File: config.mk
export PLATFORM = sky130hd
export DESIGN_NAME = pixie_dma_responder
export DESIGN_NICKNAME = d
export VERILOG_FILES = /design/src/rtl/pixie_pkg.sv /design/src/rtl/pixie_r0_reg.sv /design/src/rtl/pixie_dma_responder.sv
export SDC_FILE = /design/constraint.sdc
export NUM_CORES = 1
export LEC_CHECK = 0
export CAP_MARGIN = 10
export CORE_MARGIN = 2
export CORE_UTILIZATION = 50
export DETAILED_ROUTE_END_ITERATION = 8
export DONT_BUFFER_PORTS = 1
export PLACE_DENSITY_LB_ADDON = 0.05
export RECOVER_POWER = 25
export SLEW_MARGIN = 20
export SYNTH_ARGS = -nofsm -noshare
export SYNTH_HDL_FRONTEND = slang
export SYNTH_SLANG_ARGS = --single-unit
File: constraint.sdc
create_clock -name clk -period 2 [get_ports clk]
set_clock_uncertainty 0.05 [all_clocks]
set_input_delay 0.1 -clock clk [delete_from_list [all_inputs] [get_ports clk]]
set_output_delay 0.1 -clock clk [all_outputs]
set_load 0.02 [all_outputs]
File: src/rtl/pixie_pkg.sv
// Shared encodings for the Pixie DMA responder: SC codes, FSM states and the
// default address width.
package pixie_pkg;

  localparam int ADDR_W_DEF = 16;

  localparam logic [1:0] SC_FETCH = 2'b00;
  localparam logic [1:0] SC_EXEC  = 2'b01;
  localparam logic [1:0] SC_DMA   = 2'b10;
  localparam logic [1:0] SC_INT   = 2'b11;

  typedef enum logic [1:0] {
    ST_IDLE,
    ST_DMA_RD,
    ST_DMA_XFER,
    ST_INT_ACK
  } state_t;

endpackage

File: src/rtl/pixie_r0_reg.sv
// R0 (DMA pointer) register. The increment takes priority over a load and
// wraps from all-ones to zero.
module pixie_r0_reg #(
  parameter int ADDR_W = 16
) (
  input  logic              clk,
  input  logic              reset,
  input  logic              load,
  input  logic              inc,
  input  logic [ADDR_W-1:0] wdata,
  output logic [ADDR_W-1:0] q
);

  always_ff @(posedge clk) begin
    if (reset)     q <= '0;
    else if (inc)  q <= q + ADDR_W'(1);
    else if (load) q <= wdata;
  end

endmodule

File: src/rtl/pixie_dma_responder.sv
// CDP1802-style DMA-out (S2) and interrupt-acknowledge (S3) responder for the
// Pixie display. Optional byte statistics are enabled with PIXIE_DMA_STATS_EN.
module pixie_dma_responder
  import pixie_pkg::*;
#(
  parameter int ADDR_W    = ADDR_W_DEF,
  parameter int MAX_BURST = 8
) (
  input  logic              clk,
  input  logic              reset,
  input  logic              clk_enable,
  input  logic              cycle_boundary,
  input  logic              ie,
  input  logic              DMAO,
  input  logic              INT,
  input  logic              r0_load,
  input  logic [ADDR_W-1:0] r0_wdata,
  output logic [ADDR_W-1:0] r0_q,
  output logic [ADDR_W-1:0] mem_addr,
  output logic              mem_rd,
  input  logic [7:0]        mem_data,
  output logic [7:0]        dma_data,
  output logic              dma_strobe,
  output logic [1:0]        SC,
  output logic              cpu_hold,
  output logic              int_ack,
  output state_t            state_dbg
`ifdef PIXIE_DMA_STATS_EN
  ,
  output logic [15:0]       dma_count,
  output logic [15:0]       last_frame_count
`endif
);

  localparam int BW = $clog2(MAX_BURST + 1);

  state_t        state, state_next;
  logic [BW-1:0] burst_cnt;
  logic [BW-1:0] burst_next;
  logic          burst_more;

  assign state_dbg  = state;
  assign burst_next = burst_cnt + BW'(1);
  assign burst_more = (burst_next < BW'(MAX_BURST));

  pixie_r0_reg #(.ADDR_W(ADDR_W)) u_r0 (
    .clk   (clk),
    .reset (reset),
    .load  (r0_load && (state == ST_IDLE)),
    .inc   (clk_enable && (state == ST_DMA_XFER)),
    .wdata (r0_wdata),
    .q     (r0_q)
  );

  // Bus outputs are decoded from the registered state only, so they hold
  // whenever clk_enable is low.
  always_comb begin
    state_next = state;
    SC         = SC_FETCH;
    cpu_hold   = 1'b0;
    mem_rd     = 1'b0;
    mem_addr   = '0;
    case (state)
      ST_IDLE: begin
        if (cycle_boundary) begin
          if (DMAO)            state_next = ST_DMA_RD;
          else if (INT && ie)  state_next = ST_INT_ACK;
        end
      end
      ST_DMA_RD: begin
        SC         = SC_DMA;
        cpu_hold   = 1'b1;
        mem_rd     = 1'b1;
        mem_addr   = r0_q;
        state_next = ST_DMA_XFER;
      end
      ST_DMA_XFER: begin
        SC         = SC_DMA;
        cpu_hold   = 1'b1;
        state_next = (DMAO && burst_more) ? ST_DMA_RD : ST_IDLE;
      end
      ST_INT_ACK: begin
        SC         = SC_INT;
        cpu_hold   = 1'b1;
        state_next = ST_IDLE;
      end
      default: state_next = ST_IDLE;
    endcase
  end

  // dma_strobe and int_ack are single-clock pulses launched on the enabled
  // edge that leaves DMA_XFER / INT_ACK; the display takes dma_data exactly
  // in the clock where dma_strobe is high, with no back-pressure.
  always_ff @(posedge clk) begin
    if (reset) begin
      state      <= ST_IDLE;
      burst_cnt  <= '0;
      dma_data   <= 8'h00;
      dma_strobe <= 1'b0;
      int_ack    <= 1'b0;
    end else begin
      dma_strobe <= 1'b0;
      int_ack    <= 1'b0;
      if (clk_enable) begin
        state <= state_next;
        if (state == ST_DMA_XFER) begin
          dma_data   <= mem_data;
          dma_strobe <= 1'b1;
          burst_cnt  <= (state_next == ST_DMA_RD) ? burst_next : '0;
        end
        if (state == ST_INT_ACK) int_ack <= 1'b1;
      end
    end
  end

`ifdef PIXIE_DMA_STATS_EN
  always_ff @(posedge clk) begin
    if (reset) begin
      dma_count        <= 16'h0000;
      last_frame_count <= 16'h0000;
    end else if (clk_enable) begin
      if ((state == ST_DMA_XFER) && (dma_count != 16'hFFFF))
        dma_count <= dma_count + 16'h0001;
      if (state == ST_INT_ACK) begin
        last_frame_count <= dma_count;
        dma_count        <= 16'h0000;
      end
    end
  end
`endif

endmodule

# [Yosys cells after proc, flatten, opt, wreduce, memory -nomap -nowiden]
# Index checks and enable logic that the tools add are counted.
[op_classes] addsub=2 magnitude_cmp=1 n_eq_ne=4 n_mux=14 bitwise=1 n_reduce_logical=10
[ops] operator="$mux W16" n=3
[ops] operator="$add A16 B1 Y16 const B" n=1
[ops] operator="$pmux W2 S4" n=1
[ops] operator="$mux W2" n=3
[ops] operator="$mux W1" n=5
[ops] operator="$add A4 B1 Y4 const B" n=1
[ops] operator="$eq A2 B1 Y1 const B" n=2
[ops] operator="$eq A2 B2 Y1 const B" n=2
[ops] operator="$logic_and A1 B1 Y1" n=4
[ops] operator="$lt A4 B4 Y1 const B" n=1
[ops] operator="$mux W4" n=1
[ops] operator="$pmux W2 S2" n=1
[ops] operator="$reduce_or A2 Y1" n=2
[ops] operator="$reduce_or A3 Y1" n=1
[ops] operator="$logic_not A2 Y1" n=1
[ops] operator="$reduce_and A2 Y1" n=1
[ops] operator="$reduce_bool A2 Y1" n=1
[ops] operator="$not A1 Y1" n=1
[totals] ff_bits=32

# [Logic depth before layout (Yosys ltp)]
[depth] word_depth=7 ltp_mapped=6

# [Hierarchy]
# Synthesis repeated with hierarchy kept, for this count alone.
[unflattened] cells_unflattened=218 hier_area_um2=1744.2
[by_module_without_submodules] mod="pixie_r0_reg" n_inst=1 cells_each=121 area_per_inst_um2=949.7 seq_area_each_um2=320.3
[by_module_without_submodules] mod="pixie_dma_responder" n_inst=1 cells_each=97 area_per_inst_um2=794.5 seq_area_each_um2=320.3

# [Least setup slack after synthesis]
# No wires, ideal clock.
[synth_timing] path_kind="flip-flop to flip-flop" from="register u_r0.q[2]" to="register u_r0.q[14]" arrival_time_ns=1.686 t_required_ns=1.876 slack_ns=0.189 path_stages_with_launch=6 period_less_slack_ns=1.811 path_cell_list="dfxtp_1 buf_2 nand4_1 or4_1 or3_1 a31oi_1"
[synth_via] elab_chain_len=2
[synth_rtl] element="start: declaration" line="pixie_r0_reg.sv:11" rtl="output logic [ADDR_W-1:0] q"
[synth_rtl] element="start signal: assignment" line="pixie_r0_reg.sv:16" rtl="else if (inc) q <= q + ADDR_W'(1);"
[synth_rtl] element="start signal: assignment" line="pixie_r0_reg.sv:17" rtl="else if (load) q <= wdata;"
[synth_rtl] element="$add A16 B1 Y16" line="pixie_r0_reg.sv:16"
[synth_rtl] element="$mux W16" line="pixie_r0_reg.sv:16"
# Every way passes these cells.
# A chain may end at the register's enable or synchronous reset.

# [Worst setup path in the final report]
[layout_timing] from="register u_r0.q[9]" to="register u_r0.q[14]"
# Same word-level chain as after synthesis.

==> out/summary.txt <==
Sink Count: 32
Antenna Violating Nets Remaining: 0
Area of the core: 3100 sq um
Critical Path Start: u_r0.q[9]
Initial antenna violation count: 0
Syn nets: 245
Post-Syn Area: 1670 sq um
H-tree depth: 2
DR top layer: met4
Die H: 61.7 microns
Most common flop cell mapped by yosys: dfxtp_1
Fmax: 0.545 GHz
Die area: 3810 sq um
Crit Reg-Reg Endpoint: u_r0.q[14]
Met2 WL: 2280 microns
Top cells by area, synth: dfxtp_1 (38%), and2_1 (7.1%), nand2_1 (6.3%)
Outcome: finished, final reports clean
CP required: 2.23 ns
Total CTS buffers: 5
Fill count: 300
Synth cell types: 47
Maximum VDD drop: 555 uV
Synth async-reset ratio: 0%
Pwr Density: 702 nW/um^2
Clock Latency Late Sink: 0.35 ns
Final hold violation count: 0
Final setup viols: 0
Slew @ Worst Pin: 0.553 ns
Largest net degree at the start of global routing: 31
1st-iter DRT viols: 100
Final Critical Period: 1.84 ns
Worst r2r src: u_r0.q[9]
Leading area contributor after synthesis: dfxtp_1
Detail Placement HPWL: 3310 microns
Initial Util: 53.7%
Met3 wire length: 532 microns
Final wirelength: 4810 microns
Gr usage total: 27.2%
Die W: 61.7 microns
Antenna Cells: 0
Relative slew slack: 63.1%
DR WL/cell: 16.2 microns
Critical Path Source Type: register
Final Wtd Congestion: 0.844
Via Count: 1768
IO buf count: 0
RSZ-0062 raised after global routing: no
Num rows: 20
Critical Path End: u_r0.q[14]
Post-CTS Resized: 0
Non-filler cells in the finished layout: 297
Ports: 80
Final nets: 286
Arr. time, crit path: 2.07 ns
DRC: 0
Path type of the worst setup path: register to register
Top cell type's share of synthesized area: 38.5%
Via density: 5.95
Fin Setup TNS: 0 ns
Leak: 0.792 nW
Overflow after GRT: 0
Reg2reg setup slack: 0.16 ns
HP Class: primary input to register
Placed Cells: 262
Hold_sp: cycle_boundary
Max cap viols: 0
Share of cells above drive strength 1: 12.3%
Area Growth Syn to Fin: 28.5%
Met1 WL: 1940 microns
CTS root buffer: clkbuf_4
Clock Pin Slew Worst Setup and Hold Paths: 0.12 ns
Fin crit share: 91.8%
Sequential area share after synthesis: 38.5%
Syn. warnings: 0
CTS tree: built
Worst-path fanout max: 3
Post-synth EDFFs: 0
Vias in the first global route: 1684
Max Transition Viols Final: 0
Yosys reg bits: 32
Maximum clock path buffer count: 2
First-pass DRT Iterations: 4
Critical path endpoint category: register
Reg2reg path depth: 4
Global-route wire length before repair: 7580 microns
Mean Syn Cell Area: 7.89 sq um
Post-Syn Instances: 211
-- cell usage in the layout, fill, tap and decap left out, types with 2 or more instances in the layout --
master,netlist,layout
o311ai_0,2,2
ha_1,2,2
nor4_1,3,3
dlygate4sd3_1,0,26
nand4_1,3,3
dfxtp_1,32,32
o21a_1,2,2
nor3_1,2,2
a22oi_1,4,4
o21ai_0,5,5
a21oi_1,15,15
clkbuf_1,6,6
and3_1,2,2
or4_1,4,4
a31oi_1,7,7
a211oi_1,2,2
a311oi_1,3,3
buf_4,2,15
nor2_1,21,21
and2_1,19,19
nand2_1,28,28
or3_1,4,4
clkbuf_4,0,5
inv_1,4,4
nand3_1,11,11
-- worst min-delay path by stage --
stage,cells past startpoint,to
after global placement,1,dma_data[2]
after global routing,3,state_dbg[0]
after detailed placement,1,u_r0.q[14]
final,3,state_dbg[0]
after CTS,3,state_dbg[0]
after floorplan,1,state_dbg[0]
-- metrics by stage --
| stage | util, % | setup slack (ns) | instance area (sq um) | power, mW | hold slack (ns) |
|---|---|---|---|---|---|
| floorplan | - | 0.189 | 1670 | 0.878 | 0.146 |
| global placement | 58.5 | 0.241 | 1810 | 0.937 | 0.123 |
| detailed placement | 58.5 | 0.210 | 1810 | 0.945 | 0.124 |
| CTS | 69.9 | 0.156 | 2170 | 1.51 | 0.0385 |
| global route | 69.0 | 0.0333 | 2140 | 1.57 | 0.0452 |
| finish | 69.0 | 0.164 | 2140 | 1.50 | 0.0461 |
-- per-layer routing --
metal  track usage [%]  vias up
li1                  -      841
met1              33.8      827
met2              46.3       94
met3              7.87        6
met4              7.29        0
met5                 0        -
-- repair_timing --
item                      CTS  global route
buffers inserted            0             0
hold buffers               27             0
hold endpoints to repair   32             0
-- state kept, by name (all words and copies together) (netlist names) --
name,flops
u_r0.q,16
dma_data,8
burst_cnt,4
state_dbg,2
dma_strobe,1
int_ack,1
-- final cells by class --
cell class / instances / area, sq um / share of cell area (%)
inverters: 4 / 15.0 / 0.701
flip-flops and latches: 32 / 641 / 29.9
multi-input cells: 161 / 946 / 44.2
clock inverters: 3 / 46.3 / 2.16
well taps: 44 / 55.1 / 2.57
clock buffers: 5 / 37.5 / 1.75
repair buffers: 48 / 400 / 18.7
-- where the power goes --
part / leakage [nW] / internal, mW / switching [mW]
clock: 0.0418 / 0.267 / 0.260
combinational: 0.489 / 0.111 / 0.166
sequential: 0.261 / 0.667 / 0.0321
total: 0.792 / 1.04 / 0.458
-- worst max-delay path, stage by stage, from the launching register on --
cell and delay (ns):
dfxtp_1 0.50, nand4_1 0.20, or4_1 0.55, or3_1 0.31, a31oi_1 0.15
-- logic make-up (layout without fill, tap and decap cells) --
group | count (synthesis) | after routing | synth area share, %
AND/OR/NAND/NOR | 108 | 108 | 34.4
AO/OA/AOI/OAI | 48 | 48 | 19.1
adder cells (fa/ha/maj) | 2 | 2 | 1.50
buffers and inverters | 18 | 60 | 4.73
multiplexers | 2 | 2 | 1.28
XOR/XNOR | 1 | 1 | 0.526
flip-flops | 32 | 32 | 38.5
-- cell usage after synthesis, drive strengths merged (2+ instances only) --
master / instances
nand3: 12
a21oi: 15
inv: 4
clkbuf: 6
o21ai: 5
or3: 4
buf: 8
nand2: 28
nor3: 2
a31oi: 7
or4: 4
ha: 2
o311ai: 2
a22oi: 4
nor2: 21
dfxtp: 32
nand4: 3
a311oi: 3
a211oi: 2
and3: 3
nor4: 3
o21a: 2
and2: 20
(Power assumes the default switching activity.)
